===== src/rtl/uart_rx_buffer_ctrl.sv =====
// UART receive buffer controller: captures each word-ready pulse once,
// stores data plus framing flag in a small FWFT FIFO for the host.
module uart_rx_buffer_ctrl #(
    parameter int word_size  = 8,
    parameter int addr_width = 2
) (
    input  logic                  Sample_clk,
    input  logic                  rst,
    input  logic [word_size-1:0]  Rx_datareg,
    input  logic                  rx_word_ready,
    input  logic                  rx_err_overrun,
    input  logic                  rx_err_frame,
    output logic                  read_not_ready_in,
    output logic [word_size-1:0]  host_data,
    output logic                  host_frame_err,
    output logic                  host_valid,
    input  logic                  host_rd,
    output logic [addr_width:0]   fifo_count,
    output logic                  overrun_sticky,
    input  logic                  clr_errors
);

    localparam int DEPTH = 2 ** addr_width;
    localparam logic [addr_width:0] FULL_CNT = (addr_width + 1)'(DEPTH);

    typedef enum logic [1:0] {
        IDLE     = 2'd0,
        STORE    = 2'd1,
        WAIT_LOW = 2'd2
    } state_t;

    state_t                r_state;
    logic [addr_width-1:0] r_wr_ptr;
    logic [addr_width-1:0] r_rd_ptr;
    logic [addr_width:0]   r_count;
    logic                  r_overrun;

    logic [word_size-1:0]  r_mem_data [DEPTH];
    logic                  r_mem_fe   [DEPTH];

    logic w_full;
    logic w_empty;
    logic w_pop;
    logic w_push;
    logic w_drop;
    logic w_set_err;

    assign w_full    = (r_count == FULL_CNT);
    assign w_empty   = (r_count == '0);
    assign w_pop     = host_rd & ~w_empty;
    // A full FIFO still accepts the word when the head leaves this cycle
    assign w_push    = (r_state == STORE) & (~w_full | host_rd);
    assign w_drop    = (r_state == STORE) & w_full & ~host_rd;
    assign w_set_err = rx_err_overrun | w_drop;

    always_ff @(posedge Sample_clk) begin
        if (rst) begin
            r_state   <= WAIT_LOW;
            r_wr_ptr  <= '0;
            r_rd_ptr  <= '0;
            r_count   <= '0;
            r_overrun <= 1'b0;
        end else begin
            case (r_state)
                IDLE: begin
                    if (rx_word_ready) begin
                        r_state <= STORE;
                    end
                end
                STORE: begin
                    r_state <= WAIT_LOW;
                end
                WAIT_LOW: begin
                    if (!rx_word_ready) begin
                        r_state <= IDLE;
                    end
                end
                default: begin
                    r_state <= WAIT_LOW;
                end
            endcase

            if (w_push) begin
                r_wr_ptr <= r_wr_ptr + addr_width'(1);
            end
            if (w_pop) begin
                r_rd_ptr <= r_rd_ptr + addr_width'(1);
            end

            case ({w_push, w_pop})
                2'b10:   r_count <= r_count + (addr_width + 1)'(1);
                2'b01:   r_count <= r_count - (addr_width + 1)'(1);
                default: r_count <= r_count;
            endcase

            if (w_set_err) begin
                r_overrun <= 1'b1;
            end else if (clr_errors) begin
                r_overrun <= 1'b0;
            end
        end
    end

    always_ff @(posedge Sample_clk) begin
        if (w_push) begin
            r_mem_data[r_wr_ptr] <= Rx_datareg;
            r_mem_fe[r_wr_ptr]   <= rx_err_frame;
        end
    end

    assign read_not_ready_in = w_full;
    assign host_valid        = ~w_empty;
    assign host_data         = w_empty ? '0 : r_mem_data[r_rd_ptr];
    assign host_frame_err    = w_empty ? 1'b0 : r_mem_fe[r_rd_ptr];
    assign fifo_count        = r_count;
    assign overrun_sticky    = r_overrun;

endmodule


===== config.mk =====
export PLATFORM = sky130hd
export DESIGN_NAME = uart_rx_buffer_ctrl
export DESIGN_NICKNAME = d
export VERILOG_FILES = /design/src/rtl/uart_rx_buffer_ctrl.sv
export SDC_FILE = /design/constraint.sdc
export NUM_CORES = 1
export LEC_CHECK = 0
export ABC_AREA = 1
export ABC_CLOCK_PERIOD_IN_PS = 2000
export CAP_MARGIN = 15
export CORE_MARGIN = 2
export CORE_UTILIZATION = 30
export CTS_CLUSTER_DIAMETER = 50
export DETAILED_ROUTE_END_ITERATION = 16
export GPL_ROUTABILITY_DRIVEN = 1
export PLACE_DENSITY_LB_ADDON = 0.3
export SLEW_MARGIN = 20
export SYNTH_ARGS = -nofsm -noshare
export SYNTH_HDL_FRONTEND = slang
export SYNTH_SLANG_ARGS = --single-unit

===== constraint.sdc =====
create_clock -name Sample_clk -period 2 [get_ports Sample_clk]
set_input_delay 0.4 -clock Sample_clk [delete_from_list [all_inputs] [get_ports Sample_clk]]
set_output_delay 0.4 -clock Sample_clk [all_outputs]
set_load 0.02 [all_outputs]

## Word-level counts from Yosys, hierarchy flattened

Memories as Yosys holds them, arrays and structs flattened. A register that Yosys moved wholly into a read port is not among the register bits.
Cells that the tools add are included.

| storage, ports and cells | value |
|---|---|
| flip-flop bits (word level) | 10 |
| RAM bits | 36 |
| output and inout bits | 15 |
| logic and storage cells | 46 |
| memories | 2 |

Memories:

| name | depth | width | rd ports | clocked after memory_dff | wr ports | line | text |
|---|---|---|---|---|---|---|---|
| r_mem_data | 4 | 8 | 1 | 1 | 1 | 38 | `logic [word_size-1:0] r_mem_data [DEPTH];` |
| r_mem_fe | 4 | 1 | 1 | 1 | 1 | 39 | `logic r_mem_fe [DEPTH];` |

| operators by class | value |
|---|---|
| $add $sub $neg | 4 |
| equality and inequality tests | 7 |
| muxes and demuxes | 14 |
| bitwise gates (word level) | 9 |
| reduce and logical (&&, ||, !) cells | 5 |

Operators by type and width:

| cell | count |
|---|---|
| $mux 2 | 6 |
| $mux 8 | 1 |
| $pmux 3 s2 | 1 |
| $mux 1 | 5 |
| $add 2x1->2 const B | 2 |
| $and 1x1->1 | 4 |
| $eq 2x1->1 const B | 2 |
| $eq 2x2->1 const B | 2 |
| $ne 2x2->1 const B | 2 |
| $pmux 2 s2 | 1 |
| $reduce_bool 2->1 | 2 |
| $add 3x1->3 const B | 1 |
| $eq 3x3->1 const B | 1 |
| $logic_not 3->1 | 1 |
| $not 1->1 | 3 |
| $sub 3x1->3 const B | 1 |
| $logic_not 2->1 | 1 |
| $or 1x1->1 | 2 |
| $reduce_and 2->1 | 1 |

## Logic depth before layout (Yosys ltp)

| logic depth | value |
|---|---|
| depth in word-level cells | 6 |
| depth in mapped cells | 13 |
| gate-level depth less buffers | 13 |

## Worst setup path after synthesis

Ideal clock, no wire load.

| path | value |
|---|---|
| path type | register -> register |
| from | register r_count[2], in the netlist fifo_count[2] |
| to | register r_count[2], in the netlist fifo_count[2] |
| setup time | 113 ps |
| data arrival time | 1,752 ps |
| data required time | 1,887 ps |
| path slack | 135 ps |
| stages on the path, launching flop included | 14 |
| buffers on the path | 0 |
| clock period less this slack | 1,865 ps |
| cells stage by stage | dfxtp_1 inv_1 nand2_4 nand2_2 inv_2 ha_1 inv_1 fa_1 inv_1 nand2_1 nand3_1 nand2_1 nand2_1 nor2_1 |

| between the ends | value |
|---|---|
| elaborated cells on any way between the ends | 13 |
| classes of those cells | 2 x add/sub; 3 x eq/ne; 1 x mux; 5 x bitwise; 2 x reduce/logical |

RTL lines:

| item | line | text |
|---|---|---|
| start, declared | 35 | `logic [addr_width:0] r_count;` |
| start signal, assigned | 91 | `2'b10: r_count <= r_count + (addr_width + 1)'(1);` |
| start signal, assigned | 92 | `2'b01: r_count <= r_count - (addr_width + 1)'(1);` |
| start signal, assigned | 93 | `default: r_count <= r_count;` |
| $logic_not 3->1 * | 49 | `assign w_empty = (r_count == '0);` |
| $not 1->1 * | -- |  |
| named net host_valid | 16 | `output logic host_valid,` |
| $and 1x1->1 * | 50 | `assign w_pop = host_rd & ~w_empty;` |
| named net w_pop | 43 | `logic w_pop;` |
| $eq 2x1->1 or $eq 2x2->1 (tied branches) | 90 | `case ({w_push, w_pop})` |
| $pmux 3 s2 or $reduce_bool 2->1 (tied branches) | -- |  |

Mark *: on every way through the listed nets, which the timed path passes. The rest lies on a longest branch.
A chain may end at the register's enable or synchronous reset.

==> run summary <==
For this run, the detailed router's first-pass iteration total came to 4. The cell area after synthesis is about 2000 um^2. The buffering stage count on the worst path with inverters included is 2.

The filler cell count in the final layout came out at 667. The sequential area share after synthesis is around 64%. The max-cap violation count is 0. Based on the critical path, the design can be clocked at up to 0.516 GHz. The detailed router finished its first iteration with between 60 and 70 violations.

On the critical path the largest part of the delay comes from buffers and inverters. Among all stages on the critical path, the largest delay is contributed by dfxtp_4. The total power density per cell area came out at 929 nW/um^2. The worst voltage drop across the vdd grid came out at approximately 420 uV. The number of buffers inserted during clock tree synthesis came out at 5.

STA classifies the critical path endpoint as an output port. The residual overflow from global routing is 0. The area of the die is roughly 7500 um^2. The measured slew at the worst slew-check pin came out at between 200 and 250 ps. The final number of max-transition violations came out at 0. The number of nets handed over by synthesis was roughly 210. In the global route stage, overall resource usage came out at 11.8%. The number of routed nets with antenna violations came out at 0. The clock latency reported for the late side of the worst-skew pair is roughly 300 ps.

The clock-pin slew on the worst setup and hold paths came out at 90 ps. The required arrival time at the worst endpoint is 1600 ps. The final critical path time including I/O delays and setup came out at 1940 ps. In this run the core area contains 30 standard-cell rows. Summed over all nets, the half-perimeter wirelength after detailed placement is between 2000 and 3000 um.

In this run the horizontal extent of the chip is a little under 90 um. The routed layout has 1442 vias. STA classifies the critical path startpoint as a flop. The maximum root-to-sink buffer count is 2. The number of DRC violations after detailed routing is 0. The peak fanout along the critical path came out at 6. The number of top-level design ports is 30.

The final total power came out at between 2 and 2.5 mW. Setup repair after global routing left no endpoint under its margin. The number of global-route vias before repair is around 1400. The number of warnings issued by yosys is 0. The maximum number of pins on one net before global-route repair came out at 16. After synthesis, the cell types taking the most area are edfxtp_1 (53%), dfxtp_1 (12%), nor2_1 (8.2%). The number of endpoints with negative hold slack in the final report came out at 0. The startpoint-to-endpoint class of the critical path is flop to output port. The fraction of the cycle the final worst path needs is slightly below 100%. After synthesis, the largest area contributor takes up 52.6% of total cell area. The total number of clock tree sinks is 48.

The run finished with clean final reports. The port buffer count came out at 29. Counting stages on the worst path, the most repeated cell is nor2_1. TritonCTS built the clock tree. The number of setup violations in the final report is 0. The leakage power is 1.04 nW. The data arrival at the endpoint of the critical path is 1540 ps. The share of post-route cells with drive strength above 1 is 21.2%.

The largest total area in the synthesized netlist belongs to edfxtp_1. The die span in y came out at 86.8 um. The initial utilization of the core area, before any placement, comes to between 30% and 40%. The post-synthesis sequential element count is 48. 0 antenna diodes ended up in the layout.

The cell count after synthesis came out at around 190. The area growth from synthesis to final layout is 30.0%. After synthesis, the netlist uses 21 different library cells. Using the TritonRoute via totals, the vias-per-cell ratio works out to approximately 4.4. The final weighted congestion in routability-driven placement came out at between 0.7 and 0.8. The worst pin sits at a relative slew slack of a little over four fifths. The number of hold-repair buffers added at the cts stage is 0. The largest stage delay on the critical path is a little under 400 ps. Walking the worst path, the cells encountered are buf_4, nor2_1, nor2_1, o21ai_0, a21oi_1, clkdlybuf4s15_1. In this run the number of H-tree levels came out at 2. The clock root buffer master is clkbuf_8. The total negative slack for setup checks is 0 ps. The total wire length after detailed routing came out at 3900 um. The first global-routing pass estimated about 6700 um of wire. The min-delay analysis places its worst path in the category flop to flop.

The routed length per instance is 11.8 um. The worst setup skew after layout is 8.06 ps. The initial antenna violation count came to 0. The region available for standard cell placement spans around 6700 um^2. For this run, the post-layout net count is 270. The setup fix buffers added after clock tree synthesis came out at 0. The average instance area after synthesis is 10.7 um^2.
## Yosys cell counts
cell / count
a21oi_1: 16
buf_12: 1
buf_6: 3
dfxtp_1: 12
edfxtp_1: 36
fa_1: 1
ha_1: 5
inv_1: 19
inv_2: 4
nand2_1: 12
nand2_2: 2
nand2_4: 1
nand3_1: 7
nand3_2: 1
nand4_1: 1
nor2_1: 45
nor2_2: 4
nor2_4: 1
nor3_1: 1
o21ai_0: 10
o21ai_1: 10
## through the flow
step / utilization (%) / worst slack, ps / hold slack, ps / instances / instance area, um^2
after floorplan: - / 135 / 425 / 192 / 2050
after global placement: 38.4 / -111 / 437 / 322 / 2580
after detailed placement: 38.4 / -138 / 446 / 322 / 2580
after CTS: 40.0 / 12.4 / 456 / 330 / 2690
after global routing: 39.8 / 1.43 / 470 / 330 / 2670
final: 39.8 / 61.0 / 453 / 330 / 2670
## final timing paths
kind	depth (start not counted)	endpoint	slack, ps	startpoint
worst min register to register	1	r_state[0]	450	r_state[1]
worst max register to register	14	fifo_count[2]	190	fifo_count[0]
worst max-delay path	6	host_data[7]	60	flop
worst min-delay path	1	r_state[0]	450	r_state[1]
## flip-flops by register name, summed over array words and instances (netlist names), named ones only
name,count
r_rd_ptr,2
overrun_sticky,1
r_state,2
r_wr_ptr,2
r_mem_fe,4
fifo_count,3
r_mem_data,32
## layer usage
metal,GRT usage [%],wire (um),vias up
met5,0,0,-
met4,3.41,51,0
met3,4.10,248,5
met2,19.6,1860,41
met1,14.6,1740,645
li1,-,-,751
## power breakdown
group / switching [mW] / leakage, nW / internal, mW
combinational: 0.368 / 0.557 / 0.257
sequential: 0.0330 / 0.422 / 1.10
clock: 0.316 / 0.0614 / 0.409
## final cells by class
cell class	count	area [um^2]	share of cell area, %
repair buffers	54	445	16.7
clock inverters	2	38.8	1.45
clock buffers	6	82.6	3.09
well taps	80	100	3.75
inverters	23	86.3	3.23
flip-flops and latches	48	1330	49.6
multi-input cells	117	593	22.2
## timing repair
item,CTS,global route
resized for setup,14,15
endpoints found under the hold margin,0,0
setup endpoints to repair,11,9
## cell families after synthesis
logic type	Yosys count	share of synthesized area [%]
compound gates	36	8.77
flops	48	64.3
buf+inv	27	6.82
simple gates	75	16.1
fa+ha+maj	6	4.02
## cell usage in the layout, fill, tap and decap left out, types with 3 or more instances in the layout
master / instances
o21ai_1: 10
clkdlybuf4s15_1: 3
clkdlybuf4s50_1: 18
dfxtp_1: 11
inv_1: 19
buf_4: 25
clkbuf_8: 6
nand2_1: 12
clkbuf_2: 5
a21oi_1: 16
edfxtp_1: 36
o21ai_0: 10
inv_2: 4
nand3_1: 7
nor2_1: 45
nor2_2: 4
ha_1: 5
Power figures use the tool's default switching activity.
==> edit 1 (same settings) <==
Reset style: asynchronous (`rst`), changed in one clocked block.
--- a/src/rtl/uart_rx_buffer_ctrl.sv
+++ b/src/rtl/uart_rx_buffer_ctrl.sv
@@ -55,3 +55,3 @@
 
-    always_ff @(posedge Sample_clk) begin
+    always_ff @(posedge Sample_clk or posedge rst) begin
         if (rst) begin
Function: differs if rst is asserted again (counterexample within 4 cycles, from zero or initial values and one cycle with rst high); with rst held inactive, the same outputs for 10 cycles.
==> edit 1 against the unedited design <==
  * Setup slack got worse by 14 ps
  * Sequential cell count decreased by 2
  * Via count is 1.7% higher
  * Final area is 0.52% higher
  * Clock skew decreased by 0.60 ps
  * Synthesized area up 2.3%
  * Routed wire length rose by 2.8%
  * Largest cell class unchanged
  * Highest routed layer unchanged
Power is not compared: it rests on default switching activity, and its combinational part moved more than twofold at a synthesized area within 25%.
==> edit 1: results (changes against the unedited design) <==
\begin{tabular}{lr}
\hline
Metric & Value \\
\hline
\multicolumn{2}{l}{\textbf{Synth}} \\
Top cells by area in the synthesized netlist & sky130\_fd\_sc\_hd\_\_edfxtp\_1 51\%, sky130\_fd\_sc\_hd\_\_dfrtp\_1 11\%, sky130\_fd\_sc\_hd\_\_inv\_1 9.6\% (was sky130\_fd\_sc\_hd\_\_edfxtp\_1 53\%, sky130\_fd\_sc\_hd\_\_dfxtp\_1 12\%, sky130\_fd\_sc\_hd\_\_nor2\_1 8.2\%) \\
Compound-gate portion of the synthesized area & 0.0310 (was 0.0877) \\
Number of standard cells after synthesis & 214 (was 192) \\
Fraction of the yosys area taken by sequential cells & 0.634 (was 0.643) \\
Post-Syn Nets & 235 (was 213) \\
\multicolumn{2}{l}{\textbf{Global routing}} \\
GR Layer Usage met1 & 0.135 (was 0.146) \\
Global routing met2 resource utilization & 0.199 (was 0.196) \\
Met3 Use GR & 0.0292 (was 0.0410) \\
Maximum number of pins on one net before global-route repair & 20 (was 16) \\
Global-route wire length before repair & 6.63 mm (was 6.69 mm) \\
\multicolumn{2}{l}{\textbf{Layout}} \\
Area occupied by multi-input gates & 527 um\^{}2 (was 593 um\^{}2) \\
Final nets & 285 (was 270) \\
Fraction of final layout cells sized beyond drive strength 1 & 0.151 (was 0.212) \\
Proportion of final cell area spent on non-clock buffers & 0.147 (was 0.167) \\
Clock tree cell share of total cell area & 0.0349 (was 0.0454) \\
Multi-input gates & 107 (was 117) \\
Buffer count excluding the clock tree in the final layout & 47 (was 54) \\
Final instance count without filler cells & 361 (was 330) \\
Footprint of the flip-flops and latches & 1330 um\^{}2 (about the same) \\
Count of inverters other than clock inverters in the layout & 57 (was 23) \\
\multicolumn{2}{l}{\textbf{STA}} \\
Headroom to the max-slew limit & 0.743 (was 0.834) \\
\multicolumn{2}{l}{\textbf{Place}} \\
GPL Wtd Cong & 0.785 (was 0.717) \\
Cell area after placement & 2620 um\^{}2 (was 2580 um\^{}2) \\
Inst Count DP & 353 (was 322) \\
HPWL after DPL & 2.84 mm (was 2.93 mm) \\
\multicolumn{2}{l}{\textbf{Status}} \\
Status & complete, no violations (unchanged) \\
\multicolumn{2}{l}{\textbf{Route}} \\
Detailed-routed wire length on met3 & 149 um (was 248 um) \\
Routed Wire Length & 4.01 mm (was 3.90 mm) \\
Length of routed met2 wiring & 1.98 mm (was 1.86 mm) \\
Initial drt markers & 75 (was 68) \\
\multicolumn{2}{l}{\textbf{Setup path}} \\
Crit-path max FO & 10 (was 6) \\
Crit-path slowest cell & sky130\_fd\_sc\_hd\_\_dfrtp\_1 (was sky130\_fd\_sc\_hd\_\_dfxtp\_4) \\
\multicolumn{2}{l}{\textbf{Worst hold path}} \\
Tightest Hold Check Type & in -> async (was reg -> reg) \\
\hline
\end{tabular}
[edit 1: changes by cell type after synthesis, moves of 9 or more]
cell                      change
sky130_fd_sc_hd__nand2_1     +41
sky130_fd_sc_hd__nor2_1      -39
sky130_fd_sc_hd__inv_1       +35
sky130_fd_sc_hd__nand3_1     +15
sky130_fd_sc_hd__dfxtp_1     -12
sky130_fd_sc_hd__o21ai_1     -10
sky130_fd_sc_hd__dfrtp_1      +9
[edit 1: final timing paths]
path                                    start        endpoint  slack, ps  cells past startpoint
worst max-delay path              r_rd_ptr[0]    host_data[0]         50                      5
worst min-delay path                      rst  overrun_sticky        370                      2
worst max register to register  fifo_count[1]   fifo_count[1]        160                      9
worst min register to register     r_state[0]      r_state[1]        470                      2
max in group asynchronous                 rst      r_state[1]       1320                      2
min in group Sample_clk            r_state[0]      r_state[1]        470                      2
[edit 1: timing repair]
item / in CTS / in global routing
endpoints found under the setup margin: 11 / 9
pin swaps: 0 / 0
hold endpoints to repair: 0 / 0
gates resized for setup: 24 / 7
==> edit 2 (same flow settings) <==
Without the edit above. Change the parameter `addr_width` from 2 to 1.
--- a/src/rtl/uart_rx_buffer_ctrl.sv
+++ b/src/rtl/uart_rx_buffer_ctrl.sv
@@ -4,3 +4,3 @@
     parameter int word_size  = 8,
-    parameter int addr_width = 2
+    parameter int addr_width = 1
 ) (
Interface: changed (resized fifo_count); port bits go from 30 to 29. No check against the original RTL was run, so the function may have changed too.
==> edit 2 against the unedited design <==
  * Clock skew down 5.0 ps
  * Critical path depth fell by 4
  * Final area is 46% lower
  * Setup slack better by 92 ps
  * Via count fell by 47%
  * Cell count fell by 45%
  * Total power decreased by 58%
  * Global-route usage decreased by 1.4 points
  * Synthesized area shrank 49%
  * Core utilization rose by 3.4 points
  * Sequential cell count decreased by 22
  * Routed wire length decreased by 51%
==> edit 2: results (changes against the unedited design) <==
\begin{tabular}{lr}
\hline
Metric & Value \\
\hline
\multicolumn{2}{l}{\textbf{Synth}} \\
Top cells by area in the synthesized netlist & sky130\_fd\_sc\_hd\_\_edfxtp\_1 52\%, sky130\_fd\_sc\_hd\_\_dfxtp\_1 15\%, sky130\_fd\_sc\_hd\_\_nand2\_1 9.7\% (was sky130\_fd\_sc\_hd\_\_edfxtp\_1 53\%, sky130\_fd\_sc\_hd\_\_dfxtp\_1 12\%, sky130\_fd\_sc\_hd\_\_nor2\_1 8.2\%) \\
Post-Syn Nets & 117 (was 213) \\
Adder-cell share of the synthesized area & 0.0120 (was 0.0402) \\
Fraction of the yosys area taken by sequential cells & 0.674 (was 0.643) \\
Most frequent cells after synthesis & 27 x sky130\_fd\_sc\_hd\_\_nand2\_1, 18 x sky130\_fd\_sc\_hd\_\_edfxtp\_1, 13 x sky130\_fd\_sc\_hd\_\_a21oi\_1 (was 45 x sky130\_fd\_sc\_hd\_\_nor2\_1, 36 x sky130\_fd\_sc\_hd\_\_edfxtp\_1, 19 x sky130\_fd\_sc\_hd\_\_inv\_1) \\
Compound-gate portion of the synthesized area & 0.0674 (was 0.0877) \\
Number of standard cells after synthesis & 101 (was 192) \\
\multicolumn{2}{l}{\textbf{Layout}} \\
Fraction of final layout cells sized beyond drive strength 1 & 0.111 (was 0.212) \\
Fillcell total & 340 (was 667) \\
Footprint of the flip-flops and latches & 702 um\^{}2 (was 1330 um\^{}2) \\
\multicolumn{2}{l}{\textbf{Global routing}} \\
Overall track demand over capacity in global routing & 0.104 (was 0.118) \\
Global-route wire length before repair & 3.21 mm (was 6.69 mm) \\
Via count of the first global-routing pass & 745 (was 1438) \\
\multicolumn{2}{l}{\textbf{Route}} \\
Routed wirelength normalized by instance count & 10.6 um (was 11.8 um) \\
Routed Wire Length & 1.92 mm (was 3.90 mm) \\
Number of vias after detailed routing & 758 (was 1442) \\
Initial drt markers & 58 (was 68) \\
Detailed-routed wire length on met3 & 130 um (was 248 um) \\
Length of routed met2 wiring & 845 um (was 1.86 mm) \\
\multicolumn{2}{l}{\textbf{CTS}} \\
Number of CTS-inserted buffers & 3 (was 5) \\
CTS H-Tree Depth & 1 (was 2) \\
Clock tree root buffer cell & sky130\_fd\_sc\_hd\_\_clkbuf\_4 (was sky130\_fd\_sc\_hd\_\_clkbuf\_8) \\
\multicolumn{2}{l}{\textbf{Status}} \\
Status & complete, no violations (unchanged) \\
\multicolumn{2}{l}{\textbf{Place}} \\
HPWL after DPL & 1.42 mm (was 2.93 mm) \\
Worst-case setup slack after placement & 10.1 ps (was -138 ps) \\
\multicolumn{2}{l}{\textbf{Power}} \\
Max rail drop VDD & 440 uV (was 423 uV) \\
\multicolumn{2}{l}{\textbf{STA}} \\
Transition time of the tightest slew-check pin & 347 ps (was 249 ps) \\
Final setup skew & 3.05 ps (was 8.06 ps) \\
\multicolumn{2}{l}{\textbf{Setup path}} \\
Crit-path slowest cell & sky130\_fd\_sc\_hd\_\_clkdlybuf4s50\_1 (was sky130\_fd\_sc\_hd\_\_dfxtp\_4) \\
\hline
\end{tabular}
-- edit 2: cell count changes in the layout (fill, tap and decap cells not counted), moves of 10 or more --
cell,before,now
sky130_fd_sc_hd__edfxtp_1,36,18
sky130_fd_sc_hd__o21ai_1,10,0
sky130_fd_sc_hd__inv_1,19,9
sky130_fd_sc_hd__nand2_1,12,27
sky130_fd_sc_hd__buf_4,25,4
sky130_fd_sc_hd__nor2_1,45,10
-- edit 2: cell type report --
class | instances | area share
clock inverters | 1 | 0.0209
multi-input cells | 61 | 0.193
flip-flops and latches | 26 | 0.487
well taps | 46 | 0.0400
repair buffers | 32 | 0.211
inverters | 12 | 0.0321
clock buffers | 3 | 0.0156
-- edit 2: worst max-delay path: cells and delay by family (launching register included) --
family / cells / cell delay (ps)
flip-flops: 1 / 370
buffers and inverters: 2 / 770
-- edit 2: path summary, 6_finish.rpt --
check                      from  cells after the start            end  slack, ps
setup reg to reg  fifo_count[0]                     10  fifo_count[1]        540
hold reg to reg      r_state[0]                      1     r_state[0]        430
setup / recovery  fifo_count[0]                      2  fifo_count[0]        150
hold / removal       r_state[0]                      1     r_state[0]        430
-- edit 2: power groups by stage --
stage          Combinational, W  Clock (W)  Sequential (W)
2_1_floorplan         0.0000437          0        0.000604
3_3_place_gp           0.000103          0        0.000601
3_5_place_dp           0.000105          0        0.000601
4_1_cts                0.000101   0.000366        0.000590
5_1_grt                0.000110   0.000382        0.000591
6_report              0.0000994   0.000354        0.000589
-- edit 2: logic make-up (layout without fill, tap and decap cells) --
kind of cell | count (synthesis) | after routing
flip-flops | 26 | 26
adder cells (fa/ha/maj) | 1 | 1
buffers and inverters | 14 | 48
AO/OA/AOI/OAI | 14 | 14
AND/OR/NAND/NOR | 46 | 46
